## src/rtl/dfifo_pkg.sv

```systemverilog
// dfifo_pkg -- shared definitions for the synchronous FIFO with water level.
// Holds the depth / level-width derivation functions and the legal ranges of
// the FIFO parameters, plus a single predicate used by the top level to
// reject illegal parameter sets at elaboration time.
package dfifo_pkg;

  localparam int DFIFO_DW_MIN = 1;
  localparam int DFIFO_DW_MAX = 256;
  localparam int DFIFO_AW_MIN = 4;
  localparam int DFIFO_AW_MAX = 10;

  // Number of entries for a given pointer width.
  function automatic int dfifo_depth(input int addr_width);
    return 1 << addr_width;
  endfunction

  // Occupancy counter width: must represent 0..DEPTH inclusive.
  function automatic int dfifo_level_width(input int addr_width);
    return addr_width + 1;
  endfunction

  function automatic bit dfifo_params_ok(input int data_width,
                                         input int addr_width,
                                         input int out_reg,
                                         input int almost_full_num,
                                         input int almost_empty_num);
    bit ok;
    ok = 1'b1;
    if (data_width < DFIFO_DW_MIN || data_width > DFIFO_DW_MAX) ok = 1'b0;
    if (addr_width < DFIFO_AW_MIN || addr_width > DFIFO_AW_MAX) ok = 1'b0;
    if (out_reg != 0 && out_reg != 1) ok = 1'b0;
    if (almost_full_num < 1 || almost_full_num > dfifo_depth(addr_width)) ok = 1'b0;
    if (almost_empty_num < 0 || almost_empty_num > dfifo_depth(addr_width) - 1) ok = 1'b0;
    return ok;
  endfunction

endpackage

```

## src/rtl/dfifo_sdpram.sv

```systemverilog
// dfifo_sdpram -- simple dual-port RAM, DEPTH x DATA_WIDTH.
// One synchronous write port, one synchronous read port with 1-cycle latency.
// Contents and the read register are intentionally not reset.
//   clk      : clock
//   i_we     : write enable
//   i_waddr  : write address
//   i_wdata  : write data
//   i_re     : read enable (o_rdata only changes when i_re was high)
//   i_raddr  : read address
//   o_rdata  : read data, valid the cycle after i_re
module dfifo_sdpram
  import dfifo_pkg::*;
#(
  parameter int DATA_WIDTH = 32,
  parameter int ADDR_WIDTH = 4
) (
  input  logic                  clk,
  input  logic                  i_we,
  input  logic [ADDR_WIDTH-1:0] i_waddr,
  input  logic [DATA_WIDTH-1:0] i_wdata,
  input  logic                  i_re,
  input  logic [ADDR_WIDTH-1:0] i_raddr,
  output logic [DATA_WIDTH-1:0] o_rdata
);

  localparam int DEPTH = dfifo_depth(ADDR_WIDTH);

  logic [DATA_WIDTH-1:0] r_mem [DEPTH];
  logic [DATA_WIDTH-1:0] r_rdata;

  always_ff @(posedge clk) begin
    if (i_we) r_mem[i_waddr] <= i_wdata;
    if (i_re) r_rdata <= r_mem[i_raddr];
  end

  assign o_rdata = r_rdata;

endmodule

```

## src/rtl/dfifo_sync_wl.sv

```systemverilog
// dfifo_sync_wl -- single-clock FIFO with registered water level and
// almost-full / almost-empty flags.
// Ports:
//   clk, rst_n          : clock, asynchronous active-low reset
//   clr                 : synchronous flush (pointers, count, in-flight reads)
//   wr_en, wr_data      : write request and word
//   full, almost_full   : flags decoded from the registered count
//   overflow            : one-cycle pulse after a write was rejected (full)
//   rd_en               : read request
//   rd_data, rd_valid   : popped word and its qualifier (1 or 2 cycles later)
//   empty, almost_empty : flags decoded from the registered count
//   underflow           : one-cycle pulse after a read was rejected (empty)
//   water_level         : current occupancy 0..DEPTH
//
// Handshake: a write is taken on a rising edge where wr_en=1, full=0, clr=0;
// a read is taken on a rising edge where rd_en=1, empty=0, clr=0. full/empty
// act as the inverse of "ready"; a request against a not-ready side is
// dropped and reported one cycle later via overflow/underflow. rd_valid is a
// pure strobe: there is no backpressure on the read data path.
module dfifo_sync_wl
  import dfifo_pkg::*;
#(
  parameter int DATA_WIDTH       = 32,
  parameter int ADDR_WIDTH       = 4,
  parameter int OUT_REG          = 1,
  parameter int ALMOST_FULL_NUM  = 14,
  parameter int ALMOST_EMPTY_NUM = 4
) (
  input  logic                  clk,
  input  logic                  rst_n,
  input  logic                  clr,
  input  logic                  wr_en,
  input  logic [DATA_WIDTH-1:0] wr_data,
  output logic                  full,
  output logic                  almost_full,
  output logic                  overflow,
  input  logic                  rd_en,
  output logic [DATA_WIDTH-1:0] rd_data,
  output logic                  rd_valid,
  output logic                  empty,
  output logic                  almost_empty,
  output logic                  underflow,
  output logic [ADDR_WIDTH:0]   water_level
);

  localparam int LW = dfifo_level_width(ADDR_WIDTH);
  localparam logic [LW-1:0] C_DEPTH = LW'(dfifo_depth(ADDR_WIDTH));
  localparam logic [LW-1:0] C_AFULL = LW'(ALMOST_FULL_NUM);
  localparam logic [LW-1:0] C_AEMPTY = LW'(ALMOST_EMPTY_NUM);

  if (!dfifo_params_ok(DATA_WIDTH, ADDR_WIDTH, OUT_REG,
                       ALMOST_FULL_NUM, ALMOST_EMPTY_NUM)) begin : g_param_check
    $error("dfifo_sync_wl: parameter out of range");
  end

  logic [ADDR_WIDTH-1:0] r_wr_ptr;
  logic [ADDR_WIDTH-1:0] r_rd_ptr;
  logic [LW-1:0]         r_count;
  logic                  r_overflow;
  logic                  r_underflow;
  logic                  r_v1;      // RAM read register holds a popped word
  logic                  r_v2;      // output register holds a popped word
  logic [DATA_WIDTH-1:0] r_hold;    // output register / last delivered word
  logic                  w_wr_acc;
  logic                  w_rd_acc;
  logic [DATA_WIDTH-1:0] w_ram_q;

  // Flags come from the registered count only, never from the requests.
  assign full         = (r_count == C_DEPTH);
  assign empty        = (r_count == '0);
  assign almost_full  = (r_count >= C_AFULL);
  assign almost_empty = (r_count <= C_AEMPTY);
  assign water_level  = r_count;
  assign overflow     = r_overflow;
  assign underflow    = r_underflow;

  assign w_wr_acc = wr_en & ~full  & ~clr;
  assign w_rd_acc = rd_en & ~empty & ~clr;

  always_ff @(posedge clk or negedge rst_n) begin
    if (!rst_n) begin
      r_wr_ptr    <= '0;
      r_rd_ptr    <= '0;
      r_count     <= '0;
      r_overflow  <= 1'b0;
      r_underflow <= 1'b0;
    end else if (clr) begin
      r_wr_ptr    <= '0;
      r_rd_ptr    <= '0;
      r_count     <= '0;
      r_overflow  <= 1'b0;
      r_underflow <= 1'b0;
    end else begin
      r_overflow  <= wr_en & full;
      r_underflow <= rd_en & empty;
      if (w_wr_acc) r_wr_ptr <= r_wr_ptr + 1'b1;
      if (w_rd_acc) r_rd_ptr <= r_rd_ptr + 1'b1;
      case ({w_wr_acc, w_rd_acc})
        2'b10:   r_count <= r_count + 1'b1;
        2'b01:   r_count <= r_count - 1'b1;
        default: r_count <= r_count;
      endcase
    end
  end

  // Read pipeline. With OUT_REG=0 the word is shown straight from the RAM
  // while r_v1 is high and then latched into r_hold so rd_data holds it;
  // that latch must happen even during clr because the word was already
  // presented. With OUT_REG=1 r_hold is the output stage, so clr must stop
  // the capture of a word that will never be flagged valid.
  always_ff @(posedge clk or negedge rst_n) begin
    if (!rst_n) begin
      r_v1   <= 1'b0;
      r_v2   <= 1'b0;
      r_hold <= '0;
    end else begin
      r_v1 <= w_rd_acc;
      r_v2 <= r_v1 & ~clr;
      if (r_v1 && (OUT_REG == 0 || !clr)) r_hold <= w_ram_q;
    end
  end

  if (OUT_REG != 0) begin : g_out_reg
    assign rd_data  = r_hold;
    assign rd_valid = r_v2;
  end else begin : g_out_direct
    assign rd_data  = r_v1 ? w_ram_q : r_hold;
    assign rd_valid = r_v1;
  end

  dfifo_sdpram #(
    .DATA_WIDTH (DATA_WIDTH),
    .ADDR_WIDTH (ADDR_WIDTH)
  ) u_ram (
    .clk     (clk),
    .i_we    (w_wr_acc),
    .i_waddr (r_wr_ptr),
    .i_wdata (wr_data),
    .i_re    (w_rd_acc),
    .i_raddr (r_rd_ptr),
    .o_rdata (w_ram_q)
  );

endmodule

```

## config.mk

```make
export PLATFORM = sky130hd
export DESIGN_NAME = dfifo_sync_wl
export DESIGN_NICKNAME = d
export VERILOG_FILES = /design/src/rtl/dfifo_pkg.sv /design/src/rtl/dfifo_sdpram.sv /design/src/rtl/dfifo_sync_wl.sv
export SDC_FILE = /design/constraint.sdc
export NUM_CORES = 1
export LEC_CHECK = 0
export ABC_AREA = 1
export BUFFER_PORTS_ARGS = -buffer_cell sky130_fd_sc_hd__buf_2
export CAP_MARGIN = 20
export CORE_MARGIN = 4
export CORE_UTILIZATION = 45
export DETAILED_ROUTE_END_ITERATION = 10
export PLACE_DENSITY = 0.65
export SETUP_SLACK_MARGIN = 0.02
export SYNTH_ARGS = -nofsm -noshare
export SYNTH_HDL_FRONTEND = slang
export SYNTH_HIERARCHICAL = 1
export SYNTH_SLANG_ARGS = --single-unit
```

## constraint.sdc

```tcl
create_clock -name clk -period 6.7 [get_ports clk]
set_clock_uncertainty 0.15 [all_clocks]
set_input_delay 1.005 -clock clk [delete_from_list [all_inputs] [get_ports clk]]
set_output_delay 1.005 -clock clk [all_outputs]
set_load 0.1 [all_outputs]
```

# Word-level counts from Yosys, hierarchy flattened
# Memory sizes are Yosys's and may differ from the RTL's. A register that Yosys moved wholly into a read port is not among the register bits.
# Index checks and enable logic that the tools add are counted.
# totals
input_bits	37
ff_bits	49
romBits	0
ramBits	512
out_inout_bits	44
memories	1
latchBits	0
# memory_table
name	depth	word_bits	read_ports	rd_clocked_by_memory_dff	write_ports	line_no	source
u_ram.r_mem	16	32	1	1	1	dfifo_sdpram.sv:28	logic [DATA_WIDTH-1:0] r_mem [DEPTH];
# classes
magnitude_cmp	2
n_bitwise	10
add_sub_neg	4
n_shift	0
muxes	10
eq_ne	3
div_mod_pow	0
n_reduce_logical	6
mul	0
# ops
operator	n
$mux W4	4
$pmux W5 S2	1
$add A4 B1 Y4 const B	2
$and A1 B1 Y1	7
$add A5 B1 Y5 const B	1
$eq A5 B5 Y1 const B	1
$ge A5 B4 Y1 const B	1
$le A5 B3 Y1 const B	1
$logic_not A5 Y1	1
$mux W5	1
$sub A5 B1 Y5 const B	1
$mux W1	4
$reduce_bool A2 Y1	2
$not A1 Y1	3
$reduce_bool A3 Y1	1
$eq A2 B1 Y1 const B	1
$eq A2 B2 Y1 const B	1
$logic_and A1 B1 Y1	1
$logic_not A1 Y1	1

# Logic depth before layout (Yosys ltp)
# Gate-level depths: netlist (run 1).
# depth
depth_word	7
mapped_depth	15
depth_no_buf	15

# Modules after synthesis
# The synthesis (run 1) kept the hierarchy.
# modules_own_cells
module	cells_each	area_per_inst_um2	instances	seq_area_each_um2
dfifo_sdpram	2120	23050.9	1	16335.7
dfifo_sync_wl	254	2197.1	1	1226.2

# Least setup slack after synthesis (run 1)
# Ideal clock, no wire load.
# synth_timing
kind	register -> output
start	reg r_count[1], in the netlist water_level[1]
end	out almost_empty
path_buffers	0
slack_ns	2.417
required_ns	5.545
path_stages_with_launch	4
arrival_time_ns	3.128
path_cell_list	dfrtp_1 > nor2_4 > nor2_1 > nor3_1
# synth_between
elab_chain_len	1
# synth_lines
item	line_no	source
start, declared	dfifo_sync_wl.sv:58	logic [LW-1:0] r_count;
start signal, assigned	dfifo_sync_wl.sv:99	2'b10: r_count <= r_count + 1'b1;
start signal, assigned	dfifo_sync_wl.sv:100	2'b01: r_count <= r_count - 1'b1;
start signal, assigned	dfifo_sync_wl.sv:101	default: r_count <= r_count;
$le A5 B3 Y1	dfifo_sync_wl.sv:72	assign almost_empty = (r_count <= C_AEMPTY);
end, declared	dfifo_sync_wl.sv:41	output logic almost_empty,
# Every way passes these cells.

==> results of run 1 <==
## layer usage
layer | vias to the layer above | wire, µm | track usage, % | share of wire, %
li1 | 7760 | - | - | -
met2 | 584 | 28800 | 33.3 | 48
met4 | 0 | 1220 | 5.27 | 2.0
met1 | 7892 | 26100 | 27.8 | 43
met5 | - | 0 | 0 | 0
met3 | 89 | 4270 | 2.67 | 7.1
## registers in the layout, indices dropped and copies added, names as in the netlist
register / count
r_wr_ptr: 4
rd_valid: 1
r_v1: 1
rd_data: 32
u_ram/r_mem: 512
u_ram/o_rdata: 32
overflow: 1
water_level: 5
underflow: 1
r_rd_ptr: 4
## power breakdown
part / switching (mW) / internal (mW) / leakage, nW
registers: 0.206 / 4.32 / 5.53
logic: 2.25 / 0.675 / 5.59
clock network: 1.33 / 1.77 / 0.874
## layout make-up
| cell class | count | area share [%] |
|---|---|---|
| Timing Repair Buffer | 109 | 2.29 |
| Multi-Input combinational cell | 1261 | 19.7 |
| Clock buffer | 85 | 5.76 |
| Tap cell | 748 | 3.34 |
| Sequential cell | 593 | 62.7 |
| Clock inverter | 21 | 0.647 |
| Inverter | 408 | 5.52 |
## layout by cell type, fill, tap and decap left out, types with 9 or more instances in the layout
cell and count:
buf_2 80, buf_4 27, clkbuf_1 22, clkbuf_16 59, clkinv_2 9, dfrtp_1 45
edfxtp_1 544, inv_1 401, nand2_1 797, nand3_1 394, nor2_1 11, nor2_4 19
## cells by family after synthesis
| family | after synthesis | synth area share [%] |
|---|---|---|
| AND/OR/NAND/NOR | 1239 | 20.7 |
| flip-flops | 593 | 69.6 |
| buffers and inverters | 520 | 9.02 |
| AO/OA/AOI/OAI | 14 | 0.292 |
| adder cells (fa/ha/maj) | 6 | 0.327 |
| XOR/XNOR | 2 | 0.0694 |
## worst max-delay path, delay by kind of cell (launching register included)
kind / cells / cell delay [ps]
AND/OR/NAND/NOR: 5 / 590
flip-flops: 1 / 700
buffers and inverters: 2 / 1230
## how the worst max path moves through the flow
stage / slack [ps] / from / end
6_report: 3520 / r_rd_ptr[0] / u_ram/o_rdata[23]
5_1_grt: 3470 / r_rd_ptr[0] / u_ram/o_rdata[24]
4_1_cts: 3630 / water_level[3] / empty
3_5_place_dp: 3240 / clr / water_level[4]
3_3_place_gp: 3210 / clr / water_level[4]
2_1_floorplan: 2420 / water_level[1] / almost_empty
==> reports/metrics.cfg, run 1 <==
[place]
pre_cts_slack_ps=3240
dpl.hpwl_um=29400
gp_congestion=0.780
dpl_cell_area_um2=26200
io_buffers=80
place_inst=3119

[sta]
setup_viol=0
max_freq_ghz=0.315
hold_viol=0
finalSetupTns_ps=0
period_minus_slack_ps=3180
finalCritPeriodShare_pct=47.4
timing.hold.ws_ps=288
tightest_slew_ps=1220
rsz0062_at_grt=false
maxSlewViolCount=0
setup_ws_ps=3520
slew_headroom_pct=18.8

[worst_hold_path]
hold_class=register to register
min_to=rd_data[13]
hp-start=u_ram/o_rdata[13]
hold_depth=2

[critical_path]
cp_max_fo=166
rr_worst_depth=7
critPathMaxStageDelay_ps=700
cp.required_ps=6910
arrival_ps=3390
end_kind=register
rr_startpoint=r_rd_ptr[0]
cp_cell_sequence=inv_6, buf_12, nand2_1, nand3_1, nand3_1, nand3_1, nand2_1
critPathKind=register to register
cp_slowest_cell=dfrtp_4
critPathLaunchType=register
path_common_cell=nand3_1
r2r-end=u_ram/o_rdata[23]
rrSetupSlack_ps=3520

[final_layout]
multiInputGateArea_um2=5530
drive_gt1_share_pct=9.20
seq_area_um2=17600
final_util_pct=50.7
syn2layout_area_growth_pct=11.0
fill_cells=4817
layout.cells.non_filler=3225
layout.nets=2473
final_cell_area_um2=28000
antenna_cells=0

[floorplanning]
start_util_pct=45.6
core_area_um2=55300
die_width_um=245
num_rows=86
die_h_um=245
die-area_um2=60000
num_io_pins=81

[synth]
synth.most_common_cell=nand2_1
synth_top_area_share_pct=64.7
synth_area_leaders=edfxtp_1 65%, nand2_1 12%, nand3_1 7.8%
syn_nets=2417
async_flop_share_pct=8.26
synth_commonest_cells=798 x nand2_1, 544 x edfxtp_1, 402 x inv_1
synth_cell_types=28
yosysTopAreaCell=edfxtp_1
synth_flop_cell=edfxtp_1
syn_area_per_cell_um2=10.6
seq_area_frac_synth_pct=69.6
synth_warnings=6
syn_inst=2374
synth_edf_count=544
ys_ff_latch=593
mappedNetlistArea_um2=25200

[clock_tree]
cts_tree=yes
clock-root-buffer=clkbuf_16
numClockSinks=593
h-tree-depth=2
path_clk_slew_ps=60
ctsResizeCount=0
numCtsBuffers=57
clk_latency_ps=610
ctsHoldBuffers=0
clk_path_buf_depth=3
post-cts-setup-buffers=0

[outcome]
status=finished clean

[power]
power.density_nw_per_um2=377
p_total_mw=10.6
p_leak_nw=12.0
ir_drop_uv=338

[drt]
wl_per_cell_um=18.7
vias=16300
vias_per_cell=5.06
drt_iter0_markers=1694
drc=0
drtPass1Iterations=5
routed_wl_um=60300
ant_nets=0

[global_route]
track_usage_pct=19.9
grt_start_max_net_pins=216
gr-total-overflow=0
grt_pass1_vias=15800
grt_pass1_wl_um=92300
antenna_found_initial=0

[flow_run]
max_cap_viol_count=0

Note: power is estimated with default switching activity, not from simulation.
==> run 2: changes to the inputs <==
Clock period 6.7 ns to 3 ns, I/O delays scaled along.
==> run 2 against run 1 <==
- register-to-register slack worse by 2900 ps
- first-iteration DRC count is 23% lower
- final area is 2.0% higher
- worst hold slack worse by 210 ps
- via count is 0.15% lower
- total power is 130% higher
- worst setup slack worse by 3000 ps
- utilization is 1.0 points higher
==> reports/metrics.cfg, run 2 (synthesized netlist as in run 1, its figures left out) <==
[drt]
drc=0  ; unchanged
drtPass1Iterations=5  ; unchanged
routed_wl_um=58900  ; -2.3%
drt_iter0_markers=1312  ; -23%
vias=16300  ; -0.15%
vias_per_cell=5.00  ; -1.2%
ant_nets=0  ; unchanged
wl_per_cell_um=18.1  ; -3.3%

[final_layout]
seq_area_um2=17600  ; unchanged
most-common-layout-cells=797 x nand2_1, 544 x edfxtp_1, 401 x inv_1
largest_register_ffs=512  ; unchanged
drive_gt1_share_pct=10.8  ; +1.6 points
layout.nets=2505  ; +1.3%
antenna_cells=0  ; unchanged
top_register=u_ram/r_mem
layout_commonest_cell=nand2_1
fill_cells=4809  ; -0.17%
syn2layout_area_growth_pct=13.2
multiInputGateArea_um2=5540  ; about the same
final_util_pct=51.7  ; +1.0 points

[global_route]
gr-total-overflow=0  ; unchanged
grt_pass1_wl_um=91000  ; -1.5%
track_usage_pct=19.5  ; -0.46 points
antenna_found_initial=0  ; unchanged
grt_pass1_vias=15700  ; -0.19%
grt_start_max_net_pins=132  ; -39%

[floorplanning]
die_width_um=245  ; unchanged
num_io_pins=81  ; unchanged
core_area_um2=55300  ; unchanged
num_rows=86  ; unchanged
start_util_pct=45.6  ; unchanged
die_h_um=245  ; unchanged
die-area_um2=60000  ; unchanged

[clock_tree]
path_clk_slew_ps=60  ; about the same
ctsHoldBuffers=5  ; +5
clock-root-buffer=clkbuf_16
numCtsBuffers=58  ; +1.8%
ctsResizeCount=0  ; unchanged
clk_path_buf_depth=3  ; unchanged
cts_tree=yes
numClockSinks=593  ; unchanged
post-cts-setup-buffers=0  ; unchanged
h-tree-depth=2  ; unchanged
clk_latency_ps=610  ; about the same

[sta]
maxSlewViolCount=0  ; unchanged
tightest_slew_ps=922  ; -295 ps
finalSetupTns_ps=0  ; unchanged
slew_headroom_pct=38.5  ; +20 points
hold_viol=0  ; unchanged
rsz0062_at_grt=false
timing.hold.ws_ps=74.8  ; -213 ps
setup_viol=0  ; unchanged
finalCritPeriodShare_pct=82.2
period_minus_slack_ps=2470
max_freq_ghz=0.406

[flow_run]
max_cap_viol_count=0  ; unchanged

[critical_path]
cp.required_ps=2400  ; -4510 ps
cp_cell_sequence=nor2_4, nand3_2, inv_1, buf_2
critPathLaunchType=register
cp_max_fo=5  ; -97%
critPathMaxStageDelay_ps=460  ; -240 ps
critPathKind=register to primary output
end_kind=primary output
arrival_ps=1870  ; -1520 ps
cp_slowest_cell=dfrtp_1

[power]
p_leak_nw=12.3  ; +2.5%
power.density_nw_per_um2=855  ; +130%
ir_drop_uv=580  ; +71%

[worst_hold_path]
hold_class=input pin to register

[outcome]
status=finished clean

[place]
dpl.hpwl_um=33700  ; +15%
io_buffers=80  ; unchanged
gp_congestion=0.832  ; +6.6%

-- run 2: routing by layer --
layer	global-route usage, %	share of wire [%]
met4	4.97	2.1
met2	31.9	48
met1	27.0	43
met5	0	0
met3	3.81	7.0
-- run 2: per-stage QoR --
stage          setup WS, ps  cell area [µm²]  std cells  power, mW
2_1_floorplan          -522            25300       2374       15.6
3_3_place_gp            620            26500       3145       16.9
3_5_place_dp            567            26500       3145       17.0
4_1_cts                 484            28600       3258       24.7
5_1_grt                 451            28600       3258       25.7
6_report                534            28600       3258       24.5
-- run 2: path summary, 6_finish.rpt --
kind                                   from  slack [ps]  depth (start not counted)        endpoint
max                          water_level[1]         530                          4            full
min                                   wr_en          70                          4     r_wr_ptr[0]
max reg2reg                  water_level[1]         620                         14  water_level[4]
min reg2reg                u_ram/o_rdata[6]         290                          2      rd_data[6]
max in group asynchronous             rst_n        1640                          3     rd_data[16]
min in group asynchronous             rst_n         330                          2      rd_data[4]
-- run 2: area by class of cell --
class,count,share of cell area (%)
repair buffers,140,3.46
clock buffers,70,5.45
well taps,748,3.27
multi-input cells,1261,19.4
clock inverters,38,1.60
inverters,408,5.40
flip-flops and latches,593,61.5
-- run 2: power by group --
group	internal (mW)	switching [mW]	total [mW]	leakage [nW]
combinational	1.62	5.30	6.92	5.78
clock	4.56	3.05	7.61	0.981
sequential	9.64	0.291	9.93	5.53
total	15.8	8.64	24.5	12.3
-- run 2: worst max-delay path, delay by kind of cell, from the launching register on --
| family | cells | cell delay (ps) |
|---|---|---|
| DFF | 1 | 460 |
| buffers and inverters | 2 | 500 |
| and+or+nand+nor | 2 | 310 |
==> run 3: changes to the inputs <==
Clock period 3 ns to 2.4 ns, I/O delays scaled along.
==> run 3 against run 2 <==
- worst hold slack lost 53 ps
- combinational power increased by 34%
- clock power is 25% higher
- die area did not move
- sequential power grew 25%
- sequential share of layout area fell by 1.8 points
- global-route usage up 0.79 points
- register-to-register slack worse by 520 ps
- largest power group unchanged
- highest routed layer unchanged
==> reports/metrics.cfg, run 3 (synthesized netlist as in run 1, its figures left out) <==
[outcome]
status=finished clean

[drt]
drc=0  ; unchanged
routed_wl_um=61400  ; +4.1%
ant_nets=0  ; unchanged
vias=16700  ; +2.6%
wl_per_cell_um=18.5  ; +2.4%
vias_per_cell=5.05  ; +0.86%
drt_iter0_markers=1706  ; +30%
drtPass1Iterations=5  ; unchanged

[final_layout]
drive_gt1_share_pct=12.0  ; +1.3 points
antenna_cells=0  ; unchanged
largest_register_ffs=512  ; unchanged
multiInputGateArea_um2=5580  ; +0.86%
layout_commonest_cell=nand2_1
layout.nets=2556  ; +2.0%
final_util_pct=53.3  ; +1.6 points
fill_cells=4787  ; -0.46%
layout.cells.non_filler=3313  ; +1.7%
most-common-layout-cells=797 x nand2_1, 544 x edfxtp_1, 401 x inv_1
top_register=u_ram/r_mem
final_cell_area_um2=29500  ; +3.2%
syn2layout_area_growth_pct=16.8
seq_area_um2=17600  ; +0.11%

[critical_path]
worst-path-buf-inv=2  ; unchanged
critPathMaxStageDelay_ps=500  ; +40 ps
arrival_ps=2660  ; +790 ps
critPathKind=register to register
cp_top_family=simple AND/OR/NAND/NOR gates
end_kind=register
critPathLaunchType=register
cp_cell_sequence=nor2_4, nand3_4, nand2_2, inv_4, nor2_4, ha_1, a21oi_2, nand3_1, nand2_1, inv_1, nand2_1, nand2_1, nand2_1, nand2_1
cp.required_ps=2760  ; +360 ps
cp_slowest_cell=dfrtp_4
cp_max_fo=4  ; -1
path_common_cell=nand2_1

[clock_tree]
clock-root-buffer=clkbuf_16
clk_path_buf_depth=3  ; unchanged
numCtsBuffers=61  ; +5.2%
clk_latency_ps=620  ; about the same
h-tree-depth=2  ; unchanged
numClockSinks=593  ; unchanged
cts_tree=yes
path_clk_slew_ps=60  ; about the same

[floorplanning]
die_h_um=245  ; unchanged
num_io_pins=81  ; unchanged
num_rows=86  ; unchanged
die-area_um2=60000  ; unchanged
die_width_um=245  ; unchanged
start_util_pct=45.6  ; unchanged
core_area_um2=55300  ; unchanged

[sta]
finalCritPeriodShare_pct=95.7
timing.hold.ws_ps=21.4  ; -53.4 ps
max_freq_ghz=0.435
maxSlewViolCount=0  ; unchanged
hold_viol=0  ; unchanged
setup_viol=0  ; unchanged
rsz0062_at_grt=true
slew_headroom_pct=41.1  ; +2.6 points
period_minus_slack_ps=2300
tightest_slew_ps=883  ; -39.1 ps
finalSetupTns_ps=0  ; unchanged

[global_route]
grt_pass1_wl_um=94100  ; +3.5%
gr-total-overflow=0  ; unchanged
grt_start_max_net_pins=68  ; -48%
antenna_found_initial=1  ; +1
grt_pass1_vias=16400  ; +4.3%
track_usage_pct=20.3  ; +0.79 points

[place]
place_inst=3173  ; +0.89%
dpl.hpwl_um=36400  ; +8.0%
gp_congestion=0.847  ; +1.8%
io_buffers=80  ; unchanged
dpl_cell_area_um2=27200  ; +2.4%

[power]
p_leak_nw=12.6  ; +2.5%
ir_drop_uv=622  ; +7.4%
power.density_nw_per_um2=1060  ; +23%

[worst_hold_path]
hold_class=input pin to register

[flow_run]
max_cap_viol_count=0  ; unchanged

[run 3: cell types whose count changed in the layout (fill, tap and decap cells not counted), sizes merged]
cell         delta
buf            +31
inv             -3
bufinv          -3
dlygate4sd3    +17
clkbuf          +9
clkinv          +4
[run 3: area by class of cell]
| class | count | area share (%) |
|---|---|---|
| clock buffer | 79 | 5.65 |
| clock inverter | 36 | 1.26 |
| inverter | 408 | 5.27 |
| multi-input combinational | 1261 | 18.9 |
| sequential | 593 | 59.6 |
| tap | 748 | 3.17 |
| timing repair buffer | 188 | 6.10 |
[run 3: power breakdown]
| group | internal (mW) | switching, mW |
|---|---|---|
| logic | 2.42 | 6.84 |
| registers | 12.1 | 0.317 |
| clock network | 5.63 | 3.87 |
[run 3: layer usage]
layer,share of wire [%],GRT usage (%),vias up
li1,-,-,7941
met1,42,27.6,8096
met2,48,33.8,579
met3,6.6,3.09,102
met4,3.0,6.56,0
met5,0,0,-
[run 3: worst paths after layout]
path,start,cells after the start,slack [ps],to
max in group asynchronous,rst_n,2,1190,r_rd_ptr[0]
setup / recovery,water_level[0],14,100,water_level[4]
hold / removal,wr_data[18],1,20,u_ram/r_mem[0][18]
hold reg to reg,u_ram/o_rdata[1],2,290,rd_data[1]
min in group asynchronous,rst_n,2,260,rd_data[8]
setup reg to reg,water_level[0],14,100,water_level[4]
[run 3: stage by stage]
| stage | setup WS (ps) | total power [mW] |
|---|---|---|
| after floorplan | -126 | 19.5 |
| after global placement | 115 | 21.6 |
| after detailed placement | 132 | 21.7 |
| after CTS | 61.5 | 31.3 |
| after global routing | -22.8 | 32.7 |
| final | 102 | 31.1 |
[run 3: repair_timing]
item                                    4_1_cts  5_1_grt
hold buffers                                 22        0
setup buffers                                 0        3
gates resized for setup                       3        9
hold endpoints to repair                    221        0
endpoints found under the setup margin        3        3
gates cloned                                  0        0
pin swaps                                     0        3
